--- config.mk ---
export PLATFORM = sky130hd
export DESIGN_NAME = i2c_cmd_queue_flat
export DESIGN_NICKNAME = d
export VERILOG_FILES = /design/src/rtl/i2c_cmd_queue_if.sv /design/src/rtl/i2c_cmd_queue.sv /design/src/flat_wrapper.sv
export SDC_FILE = /design/constraint.sdc
export NUM_CORES = 1
export LEC_CHECK = 0
export ABC_AREA = 0
export CORE_MARGIN = 1
export CORE_UTILIZATION = 40
export CTS_CLUSTER_SIZE = 28
export DETAILED_ROUTE_END_ITERATION = 8
export PLACE_DENSITY = 0.59
export SLEW_MARGIN = 20
export SYNTH_ARGS = -nofsm -noshare
export SYNTH_HDL_FRONTEND = slang
export SYNTH_SLANG_ARGS = --single-unit
--- constraint.sdc ---
create_clock -name clk -period 4.3 [get_ports clk]
set_input_delay 0.645 -clock clk [delete_from_list [all_inputs] [get_ports clk]]
set_output_delay 0.645 -clock clk [all_outputs]
set_load 0.01 [all_outputs]
--- src/rtl/i2c_cmd_queue_if.sv ---
// Command-queue bundle: host write port, status, and I2C_master issue port.
// The slave modport is the queue; the master modport is its environment.
interface i2c_cmd_queue_if #(
  parameter int AW = 3
);
  logic          wr_en;
  logic [6:0]    wr_addr;
  logic [7:0]    wr_sub;
  logic [7:0]    wr_data;
  logic          full;
  logic          empty;
  logic [AW:0]   count;
  logic          overflow;
  logic          master_ready;
  logic          master_start;
  logic [6:0]    master_addr;
  logic [7:0]    master_sub;
  logic [7:0]    master_data;
  logic          busy;
  logic          done;
  logic          timeout_err;

  modport slave (
    input  wr_en,
    input  wr_addr,
    input  wr_sub,
    input  wr_data,
    input  master_ready,
    output full,
    output empty,
    output count,
    output overflow,
    output master_start,
    output master_addr,
    output master_sub,
    output master_data,
    output busy,
    output done,
    output timeout_err
  );

  modport master (
    output wr_en,
    output wr_addr,
    output wr_sub,
    output wr_data,
    output master_ready,
    input  full,
    input  empty,
    input  count,
    input  overflow,
    input  master_start,
    input  master_addr,
    input  master_sub,
    input  master_data,
    input  busy,
    input  done,
    input  timeout_err
  );
endinterface

--- src/rtl/i2c_cmd_queue.sv ---
// Register-write command FIFO and one-at-a-time issue sequencer
// feeding I2C_master through its start/ready handshake.
module i2c_cmd_queue #(
  parameter int DEPTH       = 8,
  parameter int AW          = 3,
  parameter int ACK_TIMEOUT = 255
) (
  input  logic clk,
  input  logic reset,
  i2c_cmd_queue_if.slave q
);

  localparam int TW = $clog2(ACK_TIMEOUT + 1);

  typedef enum logic [1:0] {
    IDLE,
    ISSUE,
    WAIT_DONE
  } state_t;

  typedef struct packed {
    logic [6:0] addr;
    logic [7:0] sub;
    logic [7:0] data;
  } cmd_t;

  cmd_t          mem [DEPTH];
  logic [AW-1:0] wr_ptr;
  logic [AW-1:0] rd_ptr;
  logic [AW:0]   cnt;
  logic          full_r;
  logic          empty_r;
  logic          ovf_r;

  state_t        state;
  state_t        state_nxt;
  logic [TW-1:0] tmr;
  logic [TW-1:0] tmr_nxt;
  cmd_t          cur;
  logic          done_r;
  logic          done_nxt;
  logic          tmo_r;
  logic          tmo_nxt;

  logic          pop;
  logic          push;
  logic          drop;
  cmd_t          wr_cmd;

  assign wr_cmd = '{
    addr: q.wr_addr,
    sub:  q.wr_sub,
    data: q.wr_data
  };

  // A pop frees a slot on the same edge, so a full queue still accepts.
  assign push = q.wr_en & (~full_r | pop);
  assign drop = q.wr_en & full_r & ~pop;

  always_comb begin
    state_nxt = state;
    tmr_nxt   = tmr;
    done_nxt  = 1'b0;
    tmo_nxt   = 1'b0;
    pop       = 1'b0;
    unique case (state)
      IDLE: begin
        if (!empty_r && q.master_ready) begin
          pop       = 1'b1;
          tmr_nxt   = '0;
          state_nxt = ISSUE;
        end
      end
      ISSUE: begin
        if (!q.master_ready) begin
          state_nxt = WAIT_DONE;
        end else if (tmr == TW'(ACK_TIMEOUT - 1)) begin
          tmo_nxt   = 1'b1;
          state_nxt = IDLE;
        end else begin
          tmr_nxt = tmr + 1'b1;
        end
      end
      WAIT_DONE: begin
        if (q.master_ready) begin
          done_nxt  = 1'b1;
          state_nxt = IDLE;
        end
      end
      default: state_nxt = IDLE;
    endcase
  end

  always_ff @(posedge clk or posedge reset) begin
    if (reset) begin
      state  <= IDLE;
      tmr    <= '0;
      cur    <= '0;
      done_r <= 1'b0;
      tmo_r  <= 1'b0;
    end else begin
      state  <= state_nxt;
      tmr    <= tmr_nxt;
      done_r <= done_nxt;
      tmo_r  <= tmo_nxt;
      if (pop) begin
        cur <= mem[rd_ptr];
      end
    end
  end

  always_ff @(posedge clk or posedge reset) begin
    if (reset) begin
      wr_ptr  <= '0;
      rd_ptr  <= '0;
      cnt     <= '0;
      full_r  <= 1'b0;
      empty_r <= 1'b1;
      ovf_r   <= 1'b0;
    end else begin
      ovf_r <= drop;
      if (push) begin
        wr_ptr <= wr_ptr + 1'b1;
      end
      if (pop) begin
        rd_ptr <= rd_ptr + 1'b1;
      end
      unique case ({push, pop})
        2'b10: begin
          cnt     <= cnt + 1'b1;
          full_r  <= (cnt == (AW+1)'(DEPTH - 1));
          empty_r <= 1'b0;
        end
        2'b01: begin
          cnt     <= cnt - 1'b1;
          full_r  <= 1'b0;
          empty_r <= (cnt == (AW+1)'(1));
        end
        default: begin
          cnt <= cnt;
        end
      endcase
    end
  end

  // Storage needs no reset: the pointers define what is valid.
  always_ff @(posedge clk) begin
    if (push) begin
      mem[wr_ptr] <= wr_cmd;
    end
  end

  assign q.full         = full_r;
  assign q.empty        = empty_r;
  assign q.count        = cnt;
  assign q.overflow     = ovf_r;
  assign q.master_start = (state == ISSUE);
  assign q.busy         = (state != IDLE);
  assign q.master_addr  = cur.addr;
  assign q.master_sub   = cur.sub;
  assign q.master_data  = cur.data;
  assign q.done         = done_r;
  assign q.timeout_err  = tmo_r;

endmodule

--- src/flat_wrapper.sv ---
// flat-port wrapper written by rule: the top's interface ports become plain ports
module i2c_cmd_queue_flat 
#(
  parameter int DEPTH       = 8,
  parameter int AW          = 3,
  parameter int ACK_TIMEOUT = 255
)
  (clk, reset, q_wr_en, q_wr_addr, q_wr_sub, q_wr_data, q_master_ready, q_full, q_empty, q_count, q_overflow, q_master_start, q_master_addr, q_master_sub, q_master_data, q_busy, q_done, q_timeout_err);
  i2c_cmd_queue_if #(.AW(AW)) q_i ();
  input  logic clk;
  input  logic reset;
  input wire logic [$bits(q_i.wr_en)-1:0] q_wr_en;
  input wire logic [$bits(q_i.wr_addr)-1:0] q_wr_addr;
  input wire logic [$bits(q_i.wr_sub)-1:0] q_wr_sub;
  input wire logic [$bits(q_i.wr_data)-1:0] q_wr_data;
  input wire logic [$bits(q_i.master_ready)-1:0] q_master_ready;
  output wire logic [$bits(q_i.full)-1:0] q_full;
  output wire logic [$bits(q_i.empty)-1:0] q_empty;
  output wire logic [$bits(q_i.count)-1:0] q_count;
  output wire logic [$bits(q_i.overflow)-1:0] q_overflow;
  output wire logic [$bits(q_i.master_start)-1:0] q_master_start;
  output wire logic [$bits(q_i.master_addr)-1:0] q_master_addr;
  output wire logic [$bits(q_i.master_sub)-1:0] q_master_sub;
  output wire logic [$bits(q_i.master_data)-1:0] q_master_data;
  output wire logic [$bits(q_i.busy)-1:0] q_busy;
  output wire logic [$bits(q_i.done)-1:0] q_done;
  output wire logic [$bits(q_i.timeout_err)-1:0] q_timeout_err;
  assign q_i.wr_en = q_wr_en;
  assign q_i.wr_addr = q_wr_addr;
  assign q_i.wr_sub = q_wr_sub;
  assign q_i.wr_data = q_wr_data;
  assign q_i.master_ready = q_master_ready;
  assign q_full = q_i.full;
  assign q_empty = q_i.empty;
  assign q_count = q_i.count;
  assign q_overflow = q_i.overflow;
  assign q_master_start = q_i.master_start;
  assign q_master_addr = q_i.master_addr;
  assign q_master_sub = q_i.master_sub;
  assign q_master_data = q_i.master_data;
  assign q_busy = q_i.busy;
  assign q_done = q_i.done;
  assign q_timeout_err = q_i.timeout_err;
  i2c_cmd_queue #(.DEPTH(DEPTH), .AW(AW), .ACK_TIMEOUT(ACK_TIMEOUT)) u_core (.clk(clk), .reset(reset), .q(q_i));
endmodule
==> impl_summary.log <==
INFO  metric run_status = completed
INFO  metric start_util = 41.0%
INFO  metric drc = 0
INFO  metric final.setup.tns = 0 ns
INFO  metric pin_count = 61
INFO  metric antennaDiodeCount = 0
INFO  metric tritoncts.num_buffers = 25
INFO  metric dpl_worst_slack = 0.822 ns
INFO  metric most_used_dff_post_synth = sky130_fd_sc_hd__edfxtp_1
INFO  metric timing.hold.worst.class = reg -> reg
INFO  metric final_worst_path_period_need = 2.92 ns
INFO  metric synth_nets = 507
INFO  metric syn-instance-count = 471
INFO  metric postSynthAreaPerCell = 19.1 um^2
INFO  metric yosysUniqueCellTypes = 44
INFO  metric cts-hold-fix-buffers = 0
INFO  metric routed-via-count = 4,481
INFO  metric synth-warning-count = 0
INFO  metric cts.path.max_buffers = 3
INFO  metric timing.critical_path.from_type = input pin
INFO  metric fill_cells = 1,811
INFO  metric synth_edf_count = 184
INFO  metric routedWlPerCell = 20.0 um
INFO  metric grt_max_degree = 29
INFO  metric crit_arrival = 3.13 ns
INFO  metric drt-initial-drc-count = 282
INFO  metric final_min_period_over_clock_period = 67.8%
INFO  metric clock_latency = 0.52 ns
INFO  metric via_count_of_the_first_global_routing_pass = 4,810
INFO  metric viasPerCell = 5.26
INFO  metric max_vdd_drop = 0.000317 V
INFO  metric final_weighted_congestion_in_routability_driven_placement = 0.814
INFO  metric global_route_wire_length_before_repair = 27,700 um
INFO  metric grt_usage = 15.5%
INFO  metric postCtsSetupBuffers = 0
INFO  metric synth.yosys.seq_area_share = 74.9%
INFO  metric timing_max_transition_violations_final = 0
INFO  metric tritoncts = built
INFO  metric max-cap-violations = 0
INFO  metric final_nets = 590
INFO  metric ant_nets = 0
INFO  metric clock_skew = 0.0163 ns
INFO  metric cts_resized = 0
INFO  metric power_per_cell_area = 655 nW/um^2
INFO  metric port_buffers = 60
INFO  metric final_common_cell = sky130_fd_sc_hd__edfxtp_1
INFO  metric fraction_of_layout_cells_with_a_size_suffix_above_1 = 20.8%
INFO  metric routed_wl = 17,000 um
INFO  metric clk_root_buffer_cell = sky130_fd_sc_hd__clkbuf_16
INFO  metric fp.coreArea = 21,900 um^2
INFO  metric grt_antenna_before_repair = 0
INFO  metric die_w = 152 um
INFO  metric clk_transition_reported_paths = 0.06 ns
INFO  metric p_leak = 3.75 nW
INFO  metric number_of_rows_in_the_core_area = 54
INFO  metric synth.ff_latch_count = 232
INFO  metric slew_headroom = 29.3%
INFO  metric synth_area = 8980 um^2
INFO  metric path_max_fanout = 10
INFO  metric cts.sink_count = 232
INFO  metric end_kind = register
INFO  metric globalRoute.totalOverflow = 0
INFO  metric final.setup.worst_slack = 1.38 ns
INFO  metric required = 4.51 ns
INFO  metric worstMarginPinSlew = 1.06 ns
INFO  metric achievable-frequency = 343 MHz
INFO  metric dpl.hpwl = 10,400 um
INFO  metric worst_path_class_setup = in -> reg
INFO  metric die-area = 23,100 um^2
INFO  metric die_y = 152 um
INFO  metric syn2layout_area_growth = 20.4%
INFO  metric report.final.setup_viol = 0
INFO  metric asyncSetResetFlopFracSynth = 20.7%
INFO  metric grt_setup_unrepaired = false
INFO  metric layout.cells.most_common_list = sky130_fd_sc_hd__edfxtp_1 (184), sky130_fd_sc_hd__clkdlybuf4s50_1 (60), sky130_fd_sc_hd__mux4_2 (46), sky130_fd_sc_hd__dfrtp_1 (45), sky130_fd_sc_hd__nand2_1 (36)
INFO  metric htree_levels = 1
INFO  metric hold_viol = 0
INFO  metric drt-pass1-iter-count = 4
per-stage QoR:
step	util, %	instance area [um^2]	power, mW	instances	hold WS (ns)
2_1_floorplan	-	8980	4.34	471	0.473
3_3_place_gp	45.7	10000	5.06	807	0.462
3_5_place_dp	45.7	10000	5.10	807	0.471
4_1_cts	49.4	10800	7.20	852	0.485
5_1_grt	49.4	10800	7.46	852	0.520
6_report	49.4	10800	7.08	852	0.476
cell usage after synthesis, drive strengths merged (6+ instances only):
cell type  instances  area [um^2]
nor2               8         30.0
edfxtp           184         5530
buf               12         63.8
ha                 9          113
inv               11         41.3
mux2i             25          250
mux4              46         1040
xnor2              6         52.6
o21ai             25          125
nand2             36          135
clkbuf             9         33.8
nor3               7         35.0
dfrtp             47         1180
worst paths after layout:
| kind | to | start | slack, ns | cells past startpoint |
|---|---|---|---|---|
| min in group asynchronous | u_core.q.timeout_err | reset | 0.53 | 2 |
| max reg2reg | u_core.mem[7][7] | u_core.state[0] | 1.56 | 5 |
| min reg2reg | u_core.q.master_data[6] | u_core.q.master_data[6] | 0.48 | 2 |
| max in group asynchronous | u_core.q.master_sub[3] | reset | 2.99 | 3 |
| min | u_core.q.master_data[6] | u_core.q.master_data[6] | 0.48 | 2 |
| max | u_core.mem[7][7] | q_master_ready | 1.38 | 6 |
worst max-delay path, cell delays in order:
cell and delay (ns):
sky130_fd_sc_hd__clkdlybuf4s50_1 0.57, sky130_fd_sc_hd__or4b_2 0.77, sky130_fd_sc_hd__a21boi_4 0.28, sky130_fd_sc_hd__nand2_1 0.18
sky130_fd_sc_hd__nor2_2 0.38, sky130_fd_sc_hd__buf_4 0.29
routing by layer:
layer  share of wire, %  up-vias  global-route usage [%]
met1                 44     2315                    21.0
li1                   -     2029                       -
met5                  0        -                       0
met3                5.3       34                    3.08
met2                 49      103                    25.3
met4                2.6        0                    4.43
registers in the layout (all words and copies together), names as in the netlist, 2 cells and up:
signal                cells
u_core.q.master_data      8
u_core.state              2
u_core.q.master_sub       8
u_core.tmr                8
u_core.q.count            4
u_core.wr_ptr             3
u_core.mem              184
u_core.q.master_addr      7
u_core.rd_ptr             3
power by group:
group	leakage [nW]	switching, mW	internal (mW)
clock	0.385	0.856	1.22
sequential	2.27	0.356	2.88
combinational	1.10	0.802	0.971
cell families (layout without fill, tap and decap cells):
group | Yosys count | after routing | synth area share [%]
multiplexers | 73 | 73 | 14.6
AND/OR/NAND/NOR | 74 | 74 | 3.89
adder cells (fa/ha/maj) | 9 | 9 | 1.25
buffers and inverters | 32 | 133 | 1.55
XOR/XNOR | 9 | 9 | 0.878
flip-flops | 232 | 232 | 74.9
AO/OA/AOI/OAI | 42 | 42 | 2.95
area by class of cell:
cell class,count,area (um^2),share of cell area (%)
Inverter,11,41.3,0.382
Timing Repair Buffer,77,741,6.85
Multi-Input combinational cell,207,2150,19.9
Clock buffer,31,668,6.18
Clock inverter,14,131,1.22
Sequential cell,232,6730,62.3
Tap cell,280,350,3.24
Power figures use the tool's default switching activity.
